===== src/rtl/serial_add_ctrl_if.sv =====
// Operand/result handshake bundle for serial_add_ctrl.
// The optional sub line exists only when SERIAL_ADD_SUB_EN is defined.
interface serial_add_ctrl_if #(
   parameter int unsigned WIDTH = 8
);
   logic             in_valid;
   logic             in_ready;
   logic [WIDTH-1:0] a;
   logic [WIDTH-1:0] b;
   logic             cin;
`ifdef SERIAL_ADD_SUB_EN
   logic             sub;
`endif
   logic             out_valid;
   logic             out_ready;
   logic [WIDTH-1:0] sum;
   logic             cout;

   modport master (
      output in_valid, a, b, cin,
`ifdef SERIAL_ADD_SUB_EN
      output sub,
`endif
      output out_ready,
      input  in_ready, out_valid, sum, cout
   );

   modport slave (
      input  in_valid, a, b, cin,
`ifdef SERIAL_ADD_SUB_EN
      input  sub,
`endif
      input  out_ready,
      output in_ready, out_valid, sum, cout
   );
endinterface


===== src/rtl/serial_add_ctrl.sv =====
// Bit-serial WIDTH-bit adder: one mux-built full-adder cell reused LSB first.
// Define SERIAL_ADD_SUB_EN to add a subtract mode (a - b) selected per operation.
module serial_add_ctrl #(
   parameter int unsigned WIDTH = 8
) (
   input logic              clk,
   input logic              rst_n,
   serial_add_ctrl_if.slave bus
);
   localparam int unsigned CNT_W = $clog2(WIDTH) + 1;

   typedef enum logic [1:0] {IDLE, RUN, HOLD} state_t;

   state_t           state;
   logic [WIDTH-1:0] a_sh;
   logic [WIDTH-1:0] b_sh;
   logic [WIDTH-1:0] sum_sh;
   logic [WIDTH-1:0] sum_nxt;
   logic             carry;
   logic [CNT_W-1:0] cnt;
   logic [WIDTH-1:0] sum_q;
   logic             cout_q;
   logic             out_valid_q;
   logic             fa_p;
   logic             fa_sum;
   logic             fa_carry;
   logic [WIDTH-1:0] b_cap;
   logic             carry_cap;

   // Full-adder cell built from 2:1 muxes around the propagate term.
   assign fa_p     = a_sh[0] ^ b_sh[0];
   assign fa_sum   = carry ? ~fa_p : fa_p;
   assign fa_carry = fa_p ? carry : a_sh[0];

   // New sum bit enters at the MSB; written as a shift so WIDTH=1 is legal.
   assign sum_nxt = (sum_sh >> 1) | (WIDTH'(fa_sum) << (WIDTH - 1));

`ifdef SERIAL_ADD_SUB_EN
   assign b_cap     = bus.sub ? ~bus.b : bus.b;
   assign carry_cap = bus.sub ? 1'b1 : bus.cin;
`else
   assign b_cap     = bus.b;
   assign carry_cap = bus.cin;
`endif

   assign bus.in_ready  = (state == IDLE);
   assign bus.out_valid = out_valid_q;
   assign bus.sum       = sum_q;
   assign bus.cout      = cout_q;

   always_ff @(posedge clk or negedge rst_n) begin
      if (!rst_n) begin
         state       <= IDLE;
         a_sh        <= '0;
         b_sh        <= '0;
         sum_sh      <= '0;
         carry       <= 1'b0;
         cnt         <= '0;
         sum_q       <= '0;
         cout_q      <= 1'b0;
         out_valid_q <= 1'b0;
      end else begin
         case (state)
            IDLE: begin
               if (bus.in_valid) begin
                  a_sh   <= bus.a;
                  b_sh   <= b_cap;
                  carry  <= carry_cap;
                  cnt    <= '0;
                  sum_sh <= '0;
                  state  <= RUN;
               end
            end
            RUN: begin
               sum_sh <= sum_nxt;
               a_sh   <= a_sh >> 1;
               b_sh   <= b_sh >> 1;
               carry  <= fa_carry;
               cnt    <= cnt + CNT_W'(1);
               // Last bit: publish the result directly into the output registers.
               if (cnt == CNT_W'(WIDTH - 1)) begin
                  sum_q       <= sum_nxt;
                  cout_q      <= fa_carry;
                  out_valid_q <= 1'b1;
                  state       <= HOLD;
               end
            end
            HOLD: begin
               if (bus.out_ready) begin
                  out_valid_q <= 1'b0;
                  state       <= IDLE;
               end
            end
            default: begin
               out_valid_q <= 1'b0;
               state       <= IDLE;
            end
         endcase
      end
   end
endmodule


===== src/flat_wrapper.sv =====
// flat-port wrapper written by rule: the top's interface ports become plain ports
module serial_add_ctrl_flat 
#(
   parameter int unsigned WIDTH = 8
)
  (clk, rst_n, bus_in_valid, bus_a, bus_b, bus_cin, bus_out_ready, bus_in_ready, bus_out_valid, bus_sum, bus_cout);
  serial_add_ctrl_if #(.WIDTH(WIDTH)) bus_i ();
  input logic clk;
  input logic rst_n;
  input wire logic [$bits(bus_i.in_valid)-1:0] bus_in_valid;
  input wire logic [$bits(bus_i.a)-1:0] bus_a;
  input wire logic [$bits(bus_i.b)-1:0] bus_b;
  input wire logic [$bits(bus_i.cin)-1:0] bus_cin;
  input wire logic [$bits(bus_i.out_ready)-1:0] bus_out_ready;
  output wire logic [$bits(bus_i.in_ready)-1:0] bus_in_ready;
  output wire logic [$bits(bus_i.out_valid)-1:0] bus_out_valid;
  output wire logic [$bits(bus_i.sum)-1:0] bus_sum;
  output wire logic [$bits(bus_i.cout)-1:0] bus_cout;
  assign bus_i.in_valid = bus_in_valid;
  assign bus_i.a = bus_a;
  assign bus_i.b = bus_b;
  assign bus_i.cin = bus_cin;
  assign bus_i.out_ready = bus_out_ready;
  assign bus_in_ready = bus_i.in_ready;
  assign bus_out_valid = bus_i.out_valid;
  assign bus_sum = bus_i.sum;
  assign bus_cout = bus_i.cout;
  serial_add_ctrl #(.WIDTH(WIDTH)) u_core (.clk(clk), .rst_n(rst_n), .bus(bus_i));
endmodule

===== config.mk =====
export PLATFORM = sky130hd
export DESIGN_NAME = serial_add_ctrl_flat
export DESIGN_NICKNAME = d
export VERILOG_FILES = /design/src/rtl/serial_add_ctrl_if.sv /design/src/rtl/serial_add_ctrl.sv /design/src/flat_wrapper.sv
export SDC_FILE = /design/constraint.sdc
export NUM_CORES = 1
export LEC_CHECK = 0
export ABC_AREA = 0
export BUFFER_PORTS_ARGS = -buffer_cell sky130_fd_sc_hd__buf_2
export CORE_ASPECT_RATIO = 0.6
export CORE_MARGIN = 5
export CORE_UTILIZATION = 38
export DETAILED_ROUTE_END_ITERATION = 8
export GPL_TIMING_DRIVEN = 0
export HOLD_SLACK_MARGIN = 0.08
export PLACE_DENSITY = 0.65
export SLEW_MARGIN = 20
export SYNTH_ARGS = -nofsm -noshare
export SYNTH_HDL_FRONTEND = slang
export SYNTH_SLANG_ARGS = --single-unit

===== constraint.sdc =====
create_clock -name clk -period 1.9 [get_ports clk]
set_input_delay 0.285 -clock clk [delete_from_list [all_inputs] [get_ports clk]]
set_output_delay 0.285 -clock clk [all_outputs]
set_load 0.01 [all_outputs]

**Word-level counts from Yosys, hierarchy flattened**

Cells that the tools add are included.
Widths: inputs -> output; s select.

- Register bits: 41
- Input bits: 21
- Output and inout bits: 11
- Logic and storage cells: 45

- Add/sub/neg operators: 1
- Equality and inequality tests: 6
- Muxes and demuxes: 19
- Bitwise gates (word level): 4
- Reduce and logical (&&, ||, !) cells: 6

Operators with widths:

| operator | count |
|---|---|
| $pmux 8 s2 | 3 |
| $mux 8 | 3 |
| $or 7x8->8 | 1 |
| $pmux 4 s2 | 1 |
| $mux 2 | 3 |
| $pmux 2 s3 | 1 |
| $reduce_and 3->1 | 2 |
| $mux 1 | 5 |
| $add 4x1->4 const B | 1 |
| $eq 4x3->1 const B | 1 |
| $mux 4 | 1 |
| $ne 2x2->1 const B | 2 |
| $reduce_and 2->1 | 2 |
| $pmux 1 s3 | 1 |
| $eq 2x1->1 const B | 1 |
| $eq 2x2->1 const B | 1 |
| $logic_not 2->1 | 1 |
| $ne 2x1->1 const B | 1 |
| $not 1->1 | 2 |
| $pmux 1 s2 | 1 |
| $reduce_bool 2->1 | 1 |
| $xor 1x1->1 | 1 |

**Depth between registers and ports, before layout**

- Depth in word-level cells: 5
- Mapped depth: 5
- Mapped depth without buffers: 4

**Worst setup path before layout**

Ideal clock, no wire load.

- Path type: reg2reg
- Start: register u_core.cnt[0]
- End: register u_core.cout_q (netlist: u_core.bus.cout)
- Library setup time: 0.128 ns
- Data arrival time: 1.302 ns
- Data required time: 1.772 ns
- Setup slack: 0.470 ns
- Cell stages (with the launch flop): 6
- Path buffers: 1
- Period minus slack after synthesis: 1.430 ns
- Cells stage by stage: dfrtp_1 ha_1 nand2_1 nor3_2 buf_4 mux2_1

- Word-level cells in the longest chain between the ends: 2

RTL lines:

| element | RTL line | RTL |
|---|---|---|
| start, declared | serial_add_ctrl.sv:20 | `logic [CNT_W-1:0] cnt;` |
| start signal, assigned | serial_add_ctrl.sv:79 | `cnt <= cnt + CNT_W'(1);` |
| $eq 4x3->1 | serial_add_ctrl.sv:81 | `if (cnt == CNT_W'(WIDTH - 1)) begin` |
| $reduce_and 2->1 (no source line) | n/a |  |
| end signal, assigned | serial_add_ctrl.sv:83 | `cout_q <= fa_carry;` |
| end, declared | serial_add_ctrl.sv:22 | `logic cout_q;` |

No other way between the ends.
A chain may end at the register's enable or synchronous reset.

**Worst setup path after layout**

- Start: register u_core.state[0]
- End: output bus_in_ready

- Word-level cells in the longest chain between the ends: 1

RTL lines:

| element | RTL line | RTL |
|---|---|---|
| start, declared | serial_add_ctrl.sv:14 | `state_t state;` |
| start signal, assigned | serial_add_ctrl.sv:53 | `state <= IDLE;` |
| start signal, assigned | serial_add_ctrl.sv:71 | `state <= RUN;` |
| start signal, assigned | serial_add_ctrl.sv:85 | `state <= HOLD;` |
| $logic_not 2->1 | serial_add_ctrl.sv:46 | `assign bus.in_ready = (state == IDLE);` |
| end, declared | flat_wrapper.sv:15 | `output wire logic [$bits(bus_i.in_ready)-1:0] bus_in_ready;` |

No other way between the ends.

==> impl_results.md <==
- Deepest clock path buffer count: 2
- Mean Syn Cell Area: 11.11 um^2
- Max-Cap Viols: 0
- Min-Delay Path Class: in2async
- HPWL after DPL: 2618 um
- Critical Path Start Type: register
- Commonest cells after routing, fill and taps aside: 40 x dfrtp_1, 35 x buf_2, 18 x o21ai_1, 18 x nor2b_1, 18 x a21oi_1
- CP required: 1.62 ns
- Final min period: 1.729 ns
- CTS H-tree depth: 2
- Starting DRT DRC Count: 79
- Row count: 19
- Drt pass-1 iters: 4
- Die Wd: 98.87 um
- Die Y: 63.32 um
- Final-report hold violation count: 0
- Worst EP arrival: 1.44 ns
- Post-route DRC: 0
- Post-CTS sizing: 0
- Layout cell share with drive strength beyond 1: 22.89%
- Fin crit share: 91.00%
- DR WL/cell: 14.29 um
- Run status: complete, no violations
- Setup TNS: 0 ns
- Initial antenna violation count: 0
- RePlAce Congestion: 0.7544
- CTS Buf Count: 5
- Skew final: 0.007793 ns
- Max Fclk: 0.5784 GHz
- Core area: 0.004588 mm^2
- PortBufs: 31
- Worst slew pin tran: 0.8686 ns
- CTS tree: yes
- I/O Pins: 32
- Sequential share of the synthesized area: 55.59%
- Clock Pin Slew Worst Setup and Hold Paths: 0.08 ns
- Clk_lat worst skew: 0.29 ns
- Crit end category: output pin
- RSZ-0062 raised after global routing: false
- DR vias/cell: 5.144
- FF+latch count, synth: 40
- Largest net degree at the start of global routing: 41
- Synthesized area: 0.001800 mm^2
- TritonCTS sink count: 40
- Setup bufs post-CTS: 0
- Detail Route Antenna Nets: 0
- Library cells used by synthesis: 26
- Post-synth EDFFs: 0
- Clock root buffer: clkbuf_8
- Effective utilization at floorplan: 39.24%
- Crit-path max FO: 10
- P_leak: 0.0009829 uW
- Hold Worst Slack: 0.1115 ns
- Detailed Route WL: 3773 um
- Final net count: 222
- Worst relative slew slack: 42.10%
- CTS Hold Bufs: 0
- Area grow syn2layout: 18.14%
- Fin. max-slew vios: 0
- GRT overflow: 0
- Pwr Density: 1461 mW/mm^2
- FFs w/ async S/R, synth: 100.0%
- Die area: 0.006260 mm^2
- Critical path type: reg2out
- Vias after detailed routing: 1358
- Ys flop type: dfrtp_1
- Global-route wire length before repair: 6672 um
- # diodes: 0
- Final setup vio count: 0
- GRT Overall Usage: 13.23%
- Commonest non-fill, non-tap cell in the layout: dfrtp_1
- Maximum vdd ir drop: 0.0004840 V
- Top-area cell type share of the netlist area: 55.59%
- Syn Inst Count: 162
- Leading area contributor after synthesis: dfrtp_1
- Top post-synthesis cells by area: dfrtp_1 56%, a22oi_1 6.3%, nor2b_1 6.3%
- Net Count, Synth: 184
- Vias in the first global route: 1349
- Yosys warnings: 0
[kinds of logic (layout without fill, tap and decap cells)]
logic type	Yosys count	in the layout	share of synthesized area (%)
AO/OA/AOI/OAI	65	65	22.66
flip-flops	40	40	55.59
AND/OR/NAND/NOR	32	32	10.15
buffers and inverters	11	50	3.197
multiplexers	10	10	6.185
adder cells (fa/ha/maj)	2	2	1.251
XOR/XNOR	2	2	0.9731
[state kept, by name, indices dropped and copies added, names as in the netlist]
| signal | cells |
|---|---|
| u_core.a_sh | 8 |
| u_core.sum_sh | 7 |
| u_core.cnt | 4 |
| u_core.bus.out_valid | 1 |
| u_core.state | 2 |
| u_core.carry | 1 |
| u_core.bus.cout | 1 |
| u_core.b_sh | 8 |
| u_core.bus.sum | 8 |
[stage by stage]
stage	area, um^2	power [uW]	setup slack [ns]	util [%]	cells
after global placement	2034	2526	0.3536	44.34	256
after floorplan	1800	2195	0.4705	-	162
final	2127	3108	0.1710	46.36	264
after global routing	2127	3358	0.02792	46.36	264
after detailed placement	2034	2551	0.3420	44.34	256
after CTS	2127	3141	0.1406	46.36	264
[power by group]
| group | internal (uW) | leakage [uW] | total (uW) | switching, uW |
|---|---|---|---|---|
| Combinational | 535 | 0.000410 | 1100 | 563 |
| Clock | 290 | 0.0000510 | 580 | 290 |
| Sequential | 1180 | 0.000522 | 1430 | 251 |
| Total | 2000 | 0.000983 | 3110 | 1100 |
[routing by layer]
| layer | vias to the layer above | track usage, % | share of wire (%) |
|---|---|---|---|
| met5 | - | 0 | 0 |
| met4 | 0 | 4.600 | 1.2 |
| met3 | 4 | 3.859 | 5.0 |
| met2 | 32 | 17.56 | 41 |
| met1 | 663 | 20.10 | 53 |
| li1 | 659 | - | - |
[cell usage after synthesis, types with 2 or more instances]
cell      number
nor2_1         3
mux2_1         9
a21oi_1       18
clkbuf_1       5
nand2_1        5
dfrtp_1       40
xnor2_1        2
a22oi_1       15
nor2b_1       18
o21ai_1       18
buf_2          4
nand3_1        2
a22o_1         9
nand2b_1       2
[layout make-up]
class | instances | area (um^2)
fill | 457 | 2461
sequential | 40 | 1001
multi-input combinational | 111 | 742.0
timing repair buffer | 31 | 155.1
clock buffer | 6 | 82.58
tap | 63 | 78.83
buffer | 11 | 57.56
clock inverter | 2 | 10.01
[path summary, 6_finish.rpt]
kind                                               start                             to  slack (ns)  cells past startpoint
setup / recovery             u_core.state[0]$_DFFE_PN0P_                   bus_in_ready        0.17                      3
hold / removal                                     rst_n  u_core.bus.sum[0]$_DFFE_PN0P_        0.11                      1
setup reg to reg               u_core.cnt[0]$_DFFE_PN0P_  u_core.bus.sum[0]$_DFFE_PN0P_        0.33                      5
hold reg to reg            u_core.bus.sum[4]$_DFFE_PN0P_  u_core.bus.sum[4]$_DFFE_PN0P_        0.49                      1
max in group asynchronous                          rst_n     u_core.b_sh[1]$_DFFE_PN0P_        1.25                      1
min in group clk                                bus_a[5]     u_core.a_sh[5]$_DFFE_PN0P_        0.26                      3
[worst max-delay path, cell delays in order (launching register included)]
cell      delay [ns]
dfrtp_1         0.48
clkbuf_1        0.40
nor2_1          0.11
buf_2           0.16
(Power assumes the default switching activity.)
